==> src/rtl/piso_tx_if.sv <==
// Handshake and serial-frame signals of the parallel-in serial-out transmitter.
// master: the upstream word source, which also watches the serial side.
// slave: the transmitter itself.
interface piso_tx_if #(
   parameter int WIDTH = 8
);
   logic [WIDTH-1:0] din;
   logic             din_valid;
   logic             din_ready;
   logic             sout;
   logic             sout_valid;
   logic             sof;
   logic             eof;
   logic             busy;

   modport master (
      output din, din_valid,
      input  din_ready, sout, sout_valid, sof, eof, busy
   );

   modport slave (
      input  din, din_valid,
      output din_ready, sout, sout_valid, sof, eof, busy
   );
endinterface

==> src/rtl/piso_tx.sv <==
// Parallel-in serial-out frame transmitter: takes one WIDTH-bit word per
// valid/ready handshake and shifts it out one bit per clock, with frame
// strobes. Back-to-back words are sent with no idle gap.
//
// state | meaning
// ------+---------------------------------------------------------------
// IDLE  | no frame on the line, ready for a word
// SHIFT | frame bit on sout; cnt = bits remaining after the current one
module piso_tx #(
   parameter int WIDTH     = 8,
   parameter int MSB_FIRST = 1
) (
   input  logic     clk,
   input  logic     rst,
   piso_tx_if.slave bus
);
   localparam int               CW      = (WIDTH > 2) ? $clog2(WIDTH) : 1;
   localparam int               OUT_IDX = (MSB_FIRST != 0) ? WIDTH - 1 : 0;
   localparam logic [CW-1:0]    CNT_MAX = CW'(WIDTH - 1);

   typedef enum logic {
      IDLE  = 1'b0,
      SHIFT = 1'b1
   } state_t;

   state_t           state;
   logic [WIDTH-1:0] sreg;
   logic [CW-1:0]    cnt;
   logic             last_bit;
   logic             accept;

   assign last_bit = (cnt == '0);
   // Ready is a function of registered state only, never of din_valid.
   assign bus.din_ready = (state == IDLE) || last_bit;
   assign accept        = bus.din_valid && bus.din_ready;

   // Load, shift and frame-sequencing state; reload on the last bit for gapless frames.
   always_ff @(posedge clk or negedge rst) begin
      if (!rst) begin
         state <= IDLE;
         sreg  <= '0;
         cnt   <= '0;
      end else begin
         case (state)
            IDLE: begin
               if (bus.din_valid) begin
                  sreg  <= bus.din;
                  cnt   <= CNT_MAX;
                  state <= SHIFT;
               end
            end
            SHIFT: begin
               if (!last_bit) begin
                  sreg <= (MSB_FIRST != 0) ? {sreg[WIDTH-2:0], 1'b0}
                                           : {1'b0, sreg[WIDTH-1:1]};
                  cnt  <= cnt - 1'b1;
               end else if (accept) begin
                  sreg <= bus.din;
                  cnt  <= CNT_MAX;
               end else begin
                  sreg  <= '0;
                  state <= IDLE;
               end
            end
            default: begin
               state <= IDLE;
               sreg  <= '0;
               cnt   <= '0;
            end
         endcase
      end
   end

   // Frame outputs decoded straight from registers; no path from din/din_valid.
   always_comb begin
      bus.sout_valid = (state == SHIFT);
      bus.busy       = (state == SHIFT);
      bus.sout       = (state == SHIFT) && sreg[OUT_IDX];
      bus.sof        = (state == SHIFT) && (cnt == CNT_MAX);
      bus.eof        = (state == SHIFT) && last_bit;
   end
endmodule
==> src/flat_wrapper.sv <==
// flat-port wrapper written by rule: the top's interface ports become plain ports
module piso_tx_flat 
#(
   parameter int WIDTH     = 8,
   parameter int MSB_FIRST = 1
)
  (clk, rst, bus_din, bus_din_valid, bus_din_ready, bus_sout, bus_sout_valid, bus_sof, bus_eof, bus_busy);
  piso_tx_if #(.WIDTH(WIDTH)) bus_i ();
  input  logic clk;
  input  logic rst;
  input wire logic [$bits(bus_i.din)-1:0] bus_din;
  input wire logic [$bits(bus_i.din_valid)-1:0] bus_din_valid;
  output wire logic [$bits(bus_i.din_ready)-1:0] bus_din_ready;
  output wire logic [$bits(bus_i.sout)-1:0] bus_sout;
  output wire logic [$bits(bus_i.sout_valid)-1:0] bus_sout_valid;
  output wire logic [$bits(bus_i.sof)-1:0] bus_sof;
  output wire logic [$bits(bus_i.eof)-1:0] bus_eof;
  output wire logic [$bits(bus_i.busy)-1:0] bus_busy;
  assign bus_i.din = bus_din;
  assign bus_i.din_valid = bus_din_valid;
  assign bus_din_ready = bus_i.din_ready;
  assign bus_sout = bus_i.sout;
  assign bus_sout_valid = bus_i.sout_valid;
  assign bus_sof = bus_i.sof;
  assign bus_eof = bus_i.eof;
  assign bus_busy = bus_i.busy;
  piso_tx #(.WIDTH(WIDTH), .MSB_FIRST(MSB_FIRST)) u_core (.clk(clk), .rst(rst), .bus(bus_i));
endmodule
==> config.mk <==
export PLATFORM = sky130hd
export DESIGN_NAME = piso_tx_flat
export DESIGN_NICKNAME = d
export VERILOG_FILES = /design/src/rtl/piso_tx_if.sv /design/src/rtl/piso_tx.sv /design/src/flat_wrapper.sv
export SDC_FILE = /design/constraint.sdc
export NUM_CORES = 1
export LEC_CHECK = 0
export ABC_AREA = 1
export ABC_CLOCK_PERIOD_IN_PS = 1200
export CAP_MARGIN = 25
export CORE_MARGIN = 3
export CORE_UTILIZATION = 45
export CTS_BUF_LIST = sky130_fd_sc_hd__clkbuf_8
export DETAILED_ROUTE_END_ITERATION = 7
export GPL_TIMING_DRIVEN = 1
export PLACE_DENSITY = 0.76
export SYNTH_ARGS = -nofsm -noshare
export SYNTH_HDL_FRONTEND = slang
export SYNTH_SLANG_ARGS = --single-unit
==> constraint.sdc <==
create_clock -name clk -period 1.2 [get_ports clk]
set_input_delay 0.24 -clock clk [delete_from_list [all_inputs] [get_ports clk]]
set_output_delay 0.24 -clock clk [all_outputs]
set_load 0.005 [all_outputs]
==> results.md, run 1 <==
- Period utilization: 117.5%
- # IOs: 17
- PortBufs: 16
- Final HPWL DP: approximately 1200 um
- Gr usage total: 23.71%
- Fraction of registers with async set/reset: 100.0%
- CTS buffer count: 3
- Int Pwr: 1.648 mW
- Worst skew pair latency: 0.24 ns
- FILL cells: 77
- Slew margin rel.: between 80 and 90%
- Die X: ~46 um
- Comb power frac: about three fifths
- Initial antenna violation count: 0
- CP max stage cell: dfrtp_1
- Synth Register Bits: 12
- Worst Slack Setup Final: -0.2103 ns
- Synth top area cells: dfrtp_1, nand2_1, nor2_1
- Slew at the pin closest to its max-slew limit: 0.2444 ns
- First-pass GRT wire length: 3436 um
- Total Power: around 2.8 mW
- Most frequent cells after synthesis: nand2_1, nor2_1, dfrtp_1, nand3_1, inv_1
- CP Buf/Inv Count: 2
- Top-area cell type share of the netlist area: between 40% and 50%
- Via count: 757
- IR drop worst, VDD: roughly 1.6 mV
- Nets@finish: between 150 and 200
- Starting Density: between 50% and 60%
- Post-Syn Area: 720.7 um2
- Unrepaired setup endpoints after global routing: yes
- HP Class: in -> async
- Clock sink count: 12
- EDFF count, synth: 0
- Post-route setup TNS: -1.877 ns
- Sequential area share after synthesis: 41.67%
- H-tree levels: 1
- Final setup viols: 14
- Crit path DAT: roughly 1.2 ns
- Largest net degree at the start of global routing: 13
- DR WL/cell: 14.82 um
- Yosys warnings: 0
- Final hold viol count: 0
- Synth Area in XOR/XNOR: 0%
- Vias in the first global route: 750
- CTS tree: built
- Critical path class: reg -> out
- Row cnt: 13
- Vias/cell: 4.980
- Gp weighted congestion: slightly below 0.8
- Residual overflow from global routing: 0
- Reg power frac: approximately a quarter
- Layout cells sized above 1: a little under half
- Detailed Routing Iterations Pass 1: 4
- Simple-gate area share of the yosys netlist: about a third
- Final Critical Period: 1.410 ns
- Final wirelength: between 2000 and 2500 um
- Clk buf depth: 2
- FMAX: slightly above 0.7 GHz
- Run status: finished with violations
- Die Area: between 2000 and 2500 um2
- Core Area: 1399 um2
- Antenna viol nets, final: 0
- Count of cell types in the netlist: 17
- CP peak stage delay: 0.40 ns
- Post-route DRC violation count: 0
- Sw Ratio: about two fifths
- Fin util: between 80% and 90%
- Crit-path cells: inv_2, ha_4, nand2_4, nand2_2, buf_2
- Post-synthesis compound-gate area fraction: around 6.3%
- Fin Clk Skew: 0.001474 ns
- Final Max Tran Viols: 0
- Layout area overhead: 65.80%
- Max-cap viol count: 0
- Initial DRC Count: 17
- Critical Path RT: between 0.9 and 1 ns
- Antenna Cells: 0
- Multiplexer area fraction after synthesis: 0%
- Post-Syn Instances: a little under 100
- Clock Pin Slew Worst Setup and Hold Paths: ~0.05 ns
- Pwr dens: around 2300 nW/um2
- Post-Synth Adder-Cell Area: 5.208%
- Main combinational cell family by area after synthesis: simple AND/OR/NAND/NOR gates
- Area leader, netlist: dfrtp_1
- Failing checks: negative setup slack
- Die H: around 46 um
- Top_reg_cell synth: dfrtp_1
- Syn Area/Cell: between 7 and 8 um2
- Leakage power: 0.6282 nW
- Top delay family on crit path: flip-flops
- Crit Path Max Fanout: 4
- Startpoint Class: flop
- Clk pwr share: 13.2%
- Switch Pwr: between 1 and 1.5 mW
- Root buffer cell: clkbuf_8
- Critical path endpoint category: output pin
- Synthesized Nets: between 100 and 150
-- cells in the final DEF, fill, tap and decap left out, types with 5 or more instances in the layout --
cell type and count:
buf_4 16, nand2_1 15, nor2_1 11, dfrtp_1 11, clkdlybuf4s50_1 10, nor2_2 9
nand3_1 9, inv_1 8, buf_6 8, inv_2 5, nand2_2 5, a21oi_1 5
-- cell type report --
type,count,area (um2),area share [%]
Clock buffer,3,41.29,3.455
Inverter,14,60.06,5.026
Multi-Input combinational cell,67,417.9,34.97
Sequential cell,12,301.5,25.24
Tap cell,15,18.77,1.571
Timing Repair Buffer,40,347.8,29.11
Timing Repair inverter,1,7.507,0.6283
-- metal layers --
metal  part of all wire [%]  up-vias  track usage (%)
li1                       -      377                -
met1                     43      344            30.10
met2                     50       34            39.01
met3                    5.7        2            4.348
met4                   0.53        0            9.659
met5                      0        -                0
-- worst reg2reg max path, cell delays in order, from the launching register on --
cell and delay (ns):
dfrtp_2 0.43, buf_6 0.13, buf_6 0.12, nor2_4 0.18
clkinvlp_4 0.21, nand2_1 0.11, nor2_1 0.05, nor2_2 0.08
-- power by group through the flow --
stage	sequential (mW)	combinational, mW	clock [mW]
6_report	0.713	1.70	0.368
5_1_grt	0.729	1.85	0.388
4_1_cts	0.693	1.50	0.379
3_5_place_dp	0.692	1.25	0
3_3_place_gp	0.682	1.21	0
2_1_floorplan	0.663	0.737	0
-- logic make-up (layout without fill, tap and decap cells) --
group | count (synthesis) | after routing
flops | 12 | 12
buf+inv | 18 | 58
simple gates | 55 | 55
fa+ha+maj | 3 | 3
compound gates | 9 | 9
-- registers in the layout, summed over array words and instances (netlist names) --
signal           cells
u_core.bus.busy      1
u_core.cnt           3
u_core.sreg          8
-- final timing paths --
check	slack (ns)	start	endpoint	cells after the start
max	-0.21	u_core.cnt[1]$_DFFE_PN0P_	bus_din_ready	5
min reg2reg	0.48	u_core.sreg[1]$_DFFE_PN0P_	u_core.sreg[1]$_DFFE_PN0P_	2
max reg2reg	-0.18	u_core.bus.busy$_DFF_PN0_	u_core.sreg[7]$_DFFE_PN0P_	7
max in group asynchronous	0.72	rst	u_core.bus.busy$_DFF_PN0_	2
min in group clk	0.48	u_core.sreg[1]$_DFFE_PN0P_	u_core.sreg[1]$_DFFE_PN0P_	2
min	0.31	rst	u_core.bus.busy$_DFF_PN0_	2
-- per-stage QoR --
stage / hold slack [ns] / instance area, um2 / worst slack (ns) / instances
after floorplan: -0.05559 / 720.7 / 0.003158 / 97
after global placement: 0.4694 / 969.7 / -0.3214 / 138
after detailed placement: 0.4662 / 969.7 / -0.4091 / 138
after CTS: 0.3096 / 1141 / -0.1704 / 149
after global routing: 0.3187 / 1195 / -0.2520 / 152
final: 0.3073 / 1195 / -0.2103 / 152
-- what timing repair did --
| action | CTS | global route |
|---|---|---|
| gates cloned | 1 | 0 |
| setup buffers | 10 | 4 |
| resized for setup | 39 | 14 |
| pin swaps | 13 | 5 |
| setup endpoints to repair | 16 | 15 |
| hold buffers | 0 | 0 |
Note: power is estimated with default switching activity, not from simulation.
==> run 2: changes to the inputs <==
--- a/config.mk
+++ b/config.mk
@@ -8,12 +8,13 @@
 export ABC_AREA = 1
 export ABC_CLOCK_PERIOD_IN_PS = 1200
 export CAP_MARGIN = 25
+export CORE_ASPECT_RATIO = 0.8
 export CORE_MARGIN = 3
-export CORE_UTILIZATION = 45
-export CTS_BUF_LIST = sky130_fd_sc_hd__clkbuf_8
+export CORE_UTILIZATION = 43
+export CTS_BUF_LIST = sky130_fd_sc_hd__clkbuf_16
 export DETAILED_ROUTE_END_ITERATION = 7
 export GPL_TIMING_DRIVEN = 1
-export PLACE_DENSITY = 0.76
+export PLACE_DENSITY = 0.73
 export SYNTH_ARGS = -nofsm -noshare
 export SYNTH_HDL_FRONTEND = slang
 export SYNTH_SLANG_ARGS = --single-unit
==> results.md, run 2 (synthesized netlist as in run 1, its figures left out) <==
- CP Buf/Inv Count: 2 (unchanged)
- Critical path endpoint category: output pin (unchanged)
- Largest net degree at the start of global routing: 13 (unchanged)
- Commonest cells after routing, fill and taps aside: nand2_1, buf_4, nor2_1, dfrtp_1 (was buf_4, nand2_1, nor2_1, dfrtp_1, clkdlybuf4s50_1)
- Gp weighted congestion: 0.7988 (was 0.7764)
- Crit path DAT: 1.15 ns (was 1.17 ns)
- Worst R2R End: u_core.sreg[4]$_DFFE_PN0P_ (was u_core.sreg[7]$_DFFE_PN0P_)
- Clk pwr share: 20.2% (was 13.2%)
- Final Max Tran Viols: 0 (unchanged)
- Slew at the pin closest to its max-slew limit: 0.2510 ns (was 0.2444 ns)
- Slew margin rel.: 83.24% (was 83.65%)
- Initial antenna violation count: 0 (unchanged)
- Commonest non-fill, non-tap cell in the layout: nand2_1 (was buf_4)
- Leakage power: 0.6484 nW (was 0.6282 nW)
- CTS tree: built (unchanged)
- Run status: finished with violations (unchanged)
- R2r worst-path depth: 6 (was 7)
- Switch Pwr: 1.184 mW (was 1.135 mW)
- Final setup viols: 16 (was 14)
- Clock Pin Slew Worst Setup and Hold Paths: 0.04 ns (was 0.05 ns)
- Final wirelength: 2563 um (was 2252 um)
- Critical Path RT: 0.96 ns (about the same)
- Initial DRC Count: 43 (was 17)
- Die H: 42.62 um (was 46.02 um)
- Setup slack, reg-to-reg: -0.13 ns (was -0.18 ns)
- FILL cells: 84 (was 77)
- Root buffer cell: clkbuf_16 (was clkbuf_8)
- Clk buf depth: 2 (unchanged)
- Top delay family on crit path: flip-flops (unchanged)
- Fin Clk Skew: 0.002948 ns (was 0.001474 ns)
- Sw Ratio: 39.19% (was 40.78%)
- Reg area: 301.5 um2 (unchanged)
- Residual overflow from global routing: 0 (unchanged)
- IR drop worst, VDD: 1.502 mV (was 1.551 mV)
- Finished Cell Area: 1219 um2 (was 1195 um2)
- Final hold viol count: 0 (unchanged)
- PortBufs: 16 (unchanged)
- Most used routing layer: met2 (unchanged)
- Post-route DRC violation count: 0 (unchanged)
- Final HPWL DP: 1216 um (was 1247 um)
- Unrepaired setup endpoints after global routing: yes (unchanged)
- First-pass GRT wire length: 3408 um (was 3436 um)
- CP peak stage delay: 0.39 ns (was 0.40 ns)
- Layout cells sized above 1: 45.59% (was 45.99%)
- H-tree levels: 1 (unchanged)
- Critical path class: reg -> out (unchanged)
- Startpoint Class: flop (unchanged)
- Antenna Cells: 0 (unchanged)
- Row cnt: 12 (was 13)
- Die Area: 2206 um2 (was 2118 um2)
- Clock sink count: 12 (unchanged)
- Final Instance Count excl. Fillers: 157 (was 152)
- Worst skew pair latency: 0.24 ns (about the same)
- Period utilization: 115.8% (was 117.5%)
- Final Critical Period: 1.390 ns (was 1.410 ns)
- Failing checks: negative setup slack (unchanged)
- Die X: 51.77 um (was 46.02 um)
- Met3 usage: 6.762% (was 4.348%)
- Starting Density: 48.48% (was 51.52%)
- Max reg flops: 8 (unchanged)
- DR WL/cell: 16.32 um (was 14.82 um)
- Pwr dens: 2479 nW/um2 (was 2328 nW/um2)
- Comb power frac: 56.2% (was 61.1%)
- Placed Cells: 143 (was 138)
- # IOs: 17 (unchanged)
- Worst hold margin: 0.3002 ns (was 0.3073 ns)
- Layout area overhead: 69.10% (was 65.80%)
- FMAX: 0.7195 GHz (was 0.7091 GHz)
- HP Class: in -> async (unchanged)
- CTS buffer count: 3 (unchanged)
- Crit Path Max Fanout: 4 (unchanged)
- Antenna viol nets, final: 0 (unchanged)
- Max-cap viol count: 0 (unchanged)
- Via count: 820 (was 757)
- Crit-path cells: inv_2, ha_4, nand2_4, nand2_2, buf_6 (was inv_2, ha_4, nand2_4, nand2_2, buf_2)
- Total Power: 3.021 mW (was 2.782 mW)
- Detailed Routing Iterations Pass 1: 4 (unchanged)
- Met1 usage: 27.51% (was 30.10%)
- Largest register by flop count: u_core.sreg (unchanged)
- Post-DP Area: 969.7 um2 (unchanged)
- Worst Slack Setup Final: -0.1899 ns (was -0.2103 ns)
- Worst r2r src: u_core.bus.busy$_DFF_PN0_ (unchanged)
- Met2 Resource Use GR: 37.31% (was 39.01%)
- Reg power frac: 23.5% (was 25.6%)
- Vias/cell: 5.223 (was 4.980)
- Area of the multi-input gates: 405.4 um2 (was 417.9 um2)
- CP max stage cell: dfrtp_1 (unchanged)
- Vias in the first global route: 696 (was 750)
- Core Area: 1486 um2 (was 1399 um2)
- Nets@finish: 152 (was 153)
- Int Pwr: 1.837 mW (was 1.648 mW)
- Gr usage total: 21.91% (was 23.71%)
==> run 2: area by class of cell <==
class | count | area share [%]
Clock buffer | 3 | 6.160
Timing Repair Buffer | 39 | 28.54
Multi-Input combinational cell | 67 | 33.26
Tap cell | 21 | 2.156
Sequential cell | 12 | 24.74
Inverter | 14 | 4.517
Timing Repair inverter | 1 | 0.6160
==> run 2: through the flow <==
step,setup TNS (ns),worst slack [ns],utilization (%)
after floorplan,0,0.003158,-
after global placement,-2.552,-0.3198,65.24
after detailed placement,-2.894,-0.3553,65.24
after CTS,-1.399,-0.1497,77.02
after global routing,-2.489,-0.2330,81.99
final,-1.642,-0.1899,81.99
==> run 2: what timing repair did <==
item                                    in CTS  in global routing
endpoints found under the setup margin      16                 17
pin swaps                                    6                  7
hold buffers                                 0                  0
gates resized for setup                     39                 14
buffers inserted                             3                  7
gates cloned                                 1                  0
==> run 2: worst register-to-register path, delay by kind of cell (launching register included) <==
kind / cells / cell delay (ns)
buf+inv: 3 / 0.44
flops: 1 / 0.41
simple gates: 3 / 0.36
==> run 2: worst max-delay path by stage <==
stage | from | to | depth (start not counted)
6_report | u_core.cnt[1]$_DFFE_PN0P_ | bus_din_ready | 5
5_1_grt | u_core.cnt[1]$_DFFE_PN0P_ | bus_din_ready | 5
4_1_cts | u_core.cnt[0]$_DFFE_PN0P_ | bus_eof | 5
3_5_place_dp | u_core.cnt[0]$_DFFE_PN0P_ | bus_eof | 5
3_3_place_gp | u_core.cnt[0]$_DFFE_PN0P_ | bus_eof | 5
2_1_floorplan | u_core.cnt[0]$_DFFE_PN0P_ | u_core.cnt[0]$_DFFE_PN0P_ | 7
==> run 2: power groups by stage <==
stage | Clock [mW] | Sequential [mW] | Combinational [mW]
finish | 0.611 | 0.711 | 1.70
global route | 0.629 | 0.723 | 1.83
CTS | 0.617 | 0.689 | 1.47
detailed placement | 0 | 0.698 | 1.23
global placement | 0 | 0.684 | 1.19
floorplan | 0 | 0.663 | 0.737
==> run 2: metal layers <==
layer | vias to the layer above | routed length [um] | share of wire, %
met5 | - | 0 | 0
met4 | 0 | 87 | 3.4
met3 | 14 | 223 | 8.7
met2 | 56 | 1270 | 50
met1 | 374 | 982 | 38
li1 | 376 | - | -
